File: src/rtl/control_sequencer.sv
`default_nettype none
// ============================================================================
// Module      : control_sequencer
// Description : Microcoded control unit: T-state counter, opcode/flag decode
//               into the 16-bit control word, flags register and halt latch.
// Revision    : 1.0 - initial release
// ============================================================================
module control_sequencer #(
    parameter int STEPS     = 5,
    parameter bit EARLY_END = 1'b1
) (
    input  logic        clk,
    input  logic        rst_n,
    input  logic        step_en,
    input  logic [3:0]  opcode,
    input  logic        alu_carry,
    input  logic        alu_zero,
    output logic [15:0] ctrl,
    output logic [2:0]  t_step,
    output logic        flag_c,
    output logic        flag_z,
    output logic        halted
);

    localparam logic [2:0]  c_last_step = 3'(STEPS - 1);
    localparam logic [15:0] c_fetch_t0  = 16'h4004;
    localparam logic [15:0] c_fetch_t1  = 16'h1408;
    localparam logic [15:0] c_io_mi     = 16'h4800;
    localparam logic [15:0] c_ro_bi     = 16'h1020;
    localparam logic [15:0] c_io_j      = 16'h0802;
    localparam logic [15:0] c_hlt       = 16'h8000;

    logic [2:0]  r_t_step;
    logic        r_flag_c;
    logic        r_flag_z;
    logic        r_halted;
    logic [15:0] w_word;
    logic [15:0] w_next_word;
    logic [2:0]  w_next_step;

    // Microcode ROM; steps beyond T4 and unlisted opcodes decode to zero.
    function automatic logic [15:0] f_decode(
        input logic [2:0] step,
        input logic [3:0] op,
        input logic       fc,
        input logic       fz
    );
        logic [15:0] word;
        word = 16'h0000;
        case (step)
            3'd0: word = c_fetch_t0;
            3'd1: word = c_fetch_t1;
            3'd2: begin
                case (op)
                    4'b0001, 4'b0010, 4'b0011, 4'b0100: word = c_io_mi;
                    4'b0101: word = 16'h0A00;
                    4'b0110: word = c_io_j;
                    4'b0111: word = fc ? c_io_j : 16'h0000;
                    4'b1000: word = fz ? c_io_j : 16'h0000;
                    4'b1110: word = 16'h0110;
                    4'b1111: word = c_hlt;
                    default: word = 16'h0000;
                endcase
            end
            3'd3: begin
                case (op)
                    4'b0001:          word = 16'h1200;
                    4'b0010, 4'b0011: word = c_ro_bi;
                    4'b0100:          word = 16'h2100;
                    default:          word = 16'h0000;
                endcase
            end
            3'd4: begin
                case (op)
                    4'b0010: word = 16'h0281;
                    4'b0011: word = 16'h02C1;
                    default: word = 16'h0000;
                endcase
            end
            default: word = 16'h0000;
        endcase
        return word;
    endfunction

    always_comb begin
        w_word      = f_decode(r_t_step, opcode, r_flag_c, r_flag_z);
        w_next_word = f_decode(r_t_step + 3'd1, opcode, r_flag_c, r_flag_z);
        w_next_step = r_t_step + 3'd1;
        if (r_t_step == c_last_step) begin
            w_next_step = 3'd0;
        end else if (EARLY_END && (r_t_step >= 3'd1) && (w_next_word == 16'h0000)) begin
            w_next_step = 3'd0;
        end
    end

    always_ff @(posedge clk or negedge rst_n) begin
        if (!rst_n) begin
            r_t_step <= 3'd0;
            r_flag_c <= 1'b0;
            r_flag_z <= 1'b0;
            r_halted <= 1'b0;
        end else if (step_en && !r_halted) begin
            // Halt freezes the step counter where the HLT word was issued.
            if (w_word[15]) begin
                r_halted <= 1'b1;
            end else begin
                r_t_step <= w_next_step;
            end
            if (w_word[0]) begin
                r_flag_c <= alu_carry;
                r_flag_z <= alu_zero;
            end
        end
    end

    // Reset gates the word combinationally so no bus is driven mid-reset.
    assign ctrl   = !rst_n ? 16'h0000 : (r_halted ? c_hlt : w_word);
    assign t_step = r_t_step;
    assign flag_c = r_flag_c;
    assign flag_z = r_flag_z;
    assign halted = r_halted;

endmodule
`default_nettype wire

File: config.mk
export PLATFORM = sky130hd
export DESIGN_NAME = control_sequencer
export DESIGN_NICKNAME = d
export VERILOG_FILES = /design/src/rtl/control_sequencer.sv
export SDC_FILE = /design/constraint.sdc
export NUM_CORES = 1
export LEC_CHECK = 0
export CAP_MARGIN = 20
export CORE_ASPECT_RATIO = 1.4
export CORE_UTILIZATION = 43
export DETAILED_ROUTE_END_ITERATION = 8
export HOLD_SLACK_MARGIN = 0.03
export PLACE_DENSITY = 0.79
export SYNTH_ARGS = -nofsm -noshare
export SYNTH_HDL_FRONTEND = slang
export SYNTH_SLANG_ARGS = --single-unit
File: constraint.sdc
create_clock -name clk -period 2.1 [get_ports clk]
set_input_delay 0.315 -clock clk [delete_from_list [all_inputs] [get_ports clk]]
set_output_delay 0.315 -clock clk [all_outputs]
set_load 0.03 [all_outputs]
# == After elaboration in Yosys (flattened, before gate mapping) ==
# Index checks and enable logic that the tools add are counted.
# classes
muxes,11
bitwise_logic,1
eq_ne,18
reduce_logical,11
n_lt_le_gt_ge,1
addsub,1
# op_table
operator,count
$pmux 16 s5,2
$pmux 16 s7,1
$pmux 14 s3,1
$mux 16,2
$mux 12,2
$pmux 10 s2,1
$eq 4x3->1 const B,4
$logic_not 16->1,1
$eq 3x2->1 const B,4
$eq 4x4->1 const B,3
$eq 4x2->1 const B,2
$eq 3x1->1 const B,2
$eq 3x3->1 const B,2
$logic_not 3->1,2
$mux 3,2
$reduce_and 2->1,3
$eq 4x1->1 const B,1
$reduce_or 4->1,1
$add 3x1->3 const B,1
$ge 3x1->1 const B,1
$logic_and 1x1->1,2
$reduce_or 2->1,1
$logic_not 1->1,1
$not 1->1,1
# word_totals
elab_cells,47
reg_bits,6

# == Depth between registers and ports, before layout ==
# logic_depth
word_depth,8
depth_mapped,8
depth_no_buf,7

# == Worst setup path before layout ==
# OpenSTA, ideal clock, no wires.
# synth_timing
path_kind,flip-flop to output port
from,"register r_t_step[0], in the netlist t_step[0]"
to,output port ctrl[4]
t_arrival_ps,2185
slack_ps,-400
path_stages_with_launch,6
cell_sequence,dfrtp_1 > inv_1 > ha_1 > nor2b_2 > nand2_1 > nor4b_1
# synth_via
elab_chain_cells,4
# synth_rtl
item,line_no,source
"start, declared",33,logic [2:0] r_t_step;
"start signal, assigned",107,r_t_step <= w_next_step;
"$eq 3x3->1, or another cell as far along",50,case (step)
$pmux 16 s5 *,50,
$mux 16 * (2 in series),117,assign ctrl = !rst_n ? 16'h0000 : (r_halted ? c_hlt : w_word);
"end, declared",18,"output logic [15:0] ctrl,"
# Mark *: on every way between the ends. The rest lies on a longest branch, timed or not.

# == Worst setup path in the final report ==
# layout_timing
from,"register r_t_step[0], in the netlist t_step[0]"
to,output port ctrl[9]
# Same word-level chain as after synthesis.

==> summary.md <==
| Metric | Value |
|---|---|
| Status | finished, violations left |
| Failing checks | setup timing |
| Lkg Pwr | roughly 0.69 nW |
| Clk sinks | 6 |
| Reg2reg end | t_step[0] |
| Clock-pin slew on the worst setup and hold paths | 0.05 ns |
| Pwr per Cell Area | between 1000 and 1500 nW/um2 |
| GP Congestion | between 0.8 and 0.9 |
| Initial core utilization | a little under half |
| Min-delay worst type | in -> async |
| Mean Syn Cell Area | ~8 um2 |
| Comb pwr share | between 70% and 80% |
| Largest net degree at the start of global routing | 13 |
| Fin nets | 174 |
| Synth Cell Area | 810 um2 |
| Hpwl dp | about 2.1 mm |
| Routed vias | 1,021 |
| Reg2reg start | t_step[0] |
| Slowest stage cell on the critical path | or4_4 |
| Die width | between 30 and 40 um |
| Number of placed cells counting well taps | around 170 |
| Layout cells sized above 1 | 52.9% |
| Clock share of power | approximately 7.7% |
| Most frequent CP cell | ha_4 |
| Cell area after layout | ~1500 um2 |
| Most used DFF post-synth | dfrtp_1 |
| CTS H-tree lvls | 1 |
| Slew @ Worst Pin | between 0.3 and 0.4 ns |
| Commonest cells after routing, fill and taps aside | 37 x buf_4, 11 x clkdlybuf4s50_1, 9 x buf_6 |
| Vias per cell | approximately 5.8 |
| Multi-input logic area | between 700 and 800 um2 |
| WP depth | 7 |
| Fin Setup TNS | -0.169 ns |
| Buf+Inv Stages, Crit Path | 2 |
| Count of cell types in the netlist | 45 |
| MaxCap Viol Count | 0 |
| Maximum vdd drop | 1050 uV |
| Delay-heaviest family, CP | simple AND/OR/NAND/NOR gates |
| Clock insertion delay at the later pin of the skew report | 0.26 ns |
| Routed len/inst | roughly 18 um |
| Required time worst endpoint | between 1.5 and 2 ns |
| Final Max Tran Viols | 0 |
| Crit path arrival time | ~1.9 ns |
| Worst Setup Start Kind | flop |
| Sw frac | 48.7% |
| Grt ovf | 0 |
| RSZ-0062 raised after global routing | yes |
| Crit path largest cell delay | about 0.46 ns |
| Area post-placement | about 1300 um2 |
| Asr flop ratio synth | 100% |
| Top Ports | 31 |
| Int Pwr | 0.806 mW |
| Die Y | about 53 um |
| #FFs+latches synth | 6 |
| CTS tree | done |
| R2R depth | 9 |
| Finished Core Util | 86.3% |
| Post-Syn Nets | 115 |
| # diodes | 0 |
| Worst-path maximum fanout | 4 |
| Core Region | between 1500 and 2000 um2 |
| Sequential Power Share | 14.2% |
| Tot GR Track Use | between 20% and 30% |
| Fillers | 90 |
| Site Rows | 18 |
| Number of synthesized flops with an enable pin | 0 |
| Period Utilization, post-route | 105% |
| Fin crit period | roughly 2.2 ns |
| Reg2reg setup slack | roughly 0.020 ns |
| Max Clock Skew | between 0.006 and 0.007 ns |
| Vias in the first global route | around 1,000 |
| Critical Path, Cell by Cell | buf_4 -> ha_4 -> ha_4 -> mux2i_1 -> or4_4 -> a21oi_4 -> buf_6 |
| Switch Pwr | 0.764 mW |
| # DRC | 0 |
| PortBufs | 30 |
| Post-route ant nets | 0 |
| Crit end category | primary output |
| Post-Synthesis Cells | ~100 |
| Die ar. | roughly 2100 um2 |
| Finished Layout Cells | ~180 |
| Setup Viol. Count Final | 4 |
| Crit Path Class | reg -> out |
| Max-Slew Margin vs Limit | 78.7% |
| FMAX | 455 MHz |
| Wirelength, routed | 3.12 mm |
| Most common cell after layout, fill and taps aside | buf_4 |
| First-pass GRT wire length | 4.22 mm |
| Initial DRT Pass Iterations | 4 |
| Layout overhead on the synthesized area | 87.2% |
| FF+latch area | approximately 150 um2 |
| Final hold vios | 0 |
| Root buf cell | clkbuf_4 |
| Final setup margin | -0.100 ns |
| Iter 0 DRT Violations | 13 |
| Seq/Total Area, Yosys | approximately 19% |
| Syn. warnings | 0 |
| Initial antenna violation count | 0 |
| Total CTS buffers | 3 |
| Clk buf depth | 2 |
## sequential cells by signal, indices dropped and copies added, names as in the netlist
| signal | cells |
|---|---|
| flag_c | 1 |
| flag_z | 1 |
| halted | 1 |
| t_step | 3 |
## per-stage QoR
step,power (mW),hold WS (ns),setup slack (ns)
after floorplan,0.792,0.0194,-0.0538
after global placement,1.09,0.518,-0.00330
after detailed placement,1.12,0.536,-0.0345
after CTS,1.34,0.374,-0.0690
after global routing,1.65,0.0661,-0.129
final,1.57,0.0549,-0.100
## kinds of logic after synthesis
kind of cell / Yosys count / synth area share, %
compound gates: 24 / 24.3
buf+inv: 14 / 9.27
mux: 5 / 7.11
flops: 6 / 18.5
fa+ha+maj: 7 / 10.8
simple gates: 43 / 30.0
## worst max-delay path by stage
stage	start	to
floorplan	t_step[1]	ctrl[6]
global placement	opcode[2]	ctrl[9]
detailed placement	opcode[1]	t_step[0]
CTS	t_step[0]	ctrl[9]
global route	t_step[0]	ctrl[9]
finish	t_step[0]	ctrl[9]
## power by group through the flow
stage | sequential (mW) | combinational, mW | clock [mW]
3_3_place_gp | 0.204 | 0.890 | 0
3_5_place_dp | 0.207 | 0.915 | 0
6_report | 0.223 | 1.23 | 0.121
2_1_floorplan | 0.282 | 0.510 | 0
4_1_cts | 0.214 | 1.00 | 0.122
5_1_grt | 0.230 | 1.29 | 0.125
## layout make-up
cell class | instances | share of cell area, %
Multi-Input combinational cell | 79 | 50.3
Timing Repair Buffer | 60 | 34.3
Sequential cell | 6 | 10.1
Inverter | 8 | 1.98
Clock buffer | 4 | 1.73
Tap cell | 20 | 1.65
## synthesized netlist by cell type (all sizes together) (2+ instances only)
master	number	share of area, %
nor2b	2	1.9
nand2	7	3.2
nor4b	2	2.2
dfrtp	6	19
o31ai	2	1.9
nand4	2	1.5
o21ai	3	1.9
inv	8	3.7
ha	7	11
nand2b	2	1.5
mux2i	2	2.5
a22oi	2	2.5
and3	4	3.1
nor2	11	5.7
clkbuf	2	1.9
nor3	4	2.5
a21oi	4	2.5
mux2	3	4.6
buf	4	3.7
## timing repair
| item | CTS | global route |
|---|---|---|
| hold endpoints to repair | 0 | 0 |
| pin swaps | 2 | 8 |
| buffers inserted | 2 | 4 |
| hold buffers | 0 | 0 |
| resized for setup | 17 | 24 |
| setup endpoints to repair | 8 | 10 |
## worst register-to-register path, stage by stage, from the launching register on
cell and delay [ns]:
dfrtp_2 0.42, buf_4 0.15, ha_4 0.16, buf_4 0.15, ha_4 0.23, a21oi_2 0.12, nor2_1 0.05, o31a_2 0.30
a22oi_2 0.23, mux2i_1 0.13
## metal layers
metal  part of all wire [%]  track usage (%)
met1                     37             30.3
met2                     57             54.2
met3                    3.2             4.20
met4                    3.2             17.2
met5                      0                0
Note: power is estimated with default switching activity, not from simulation.
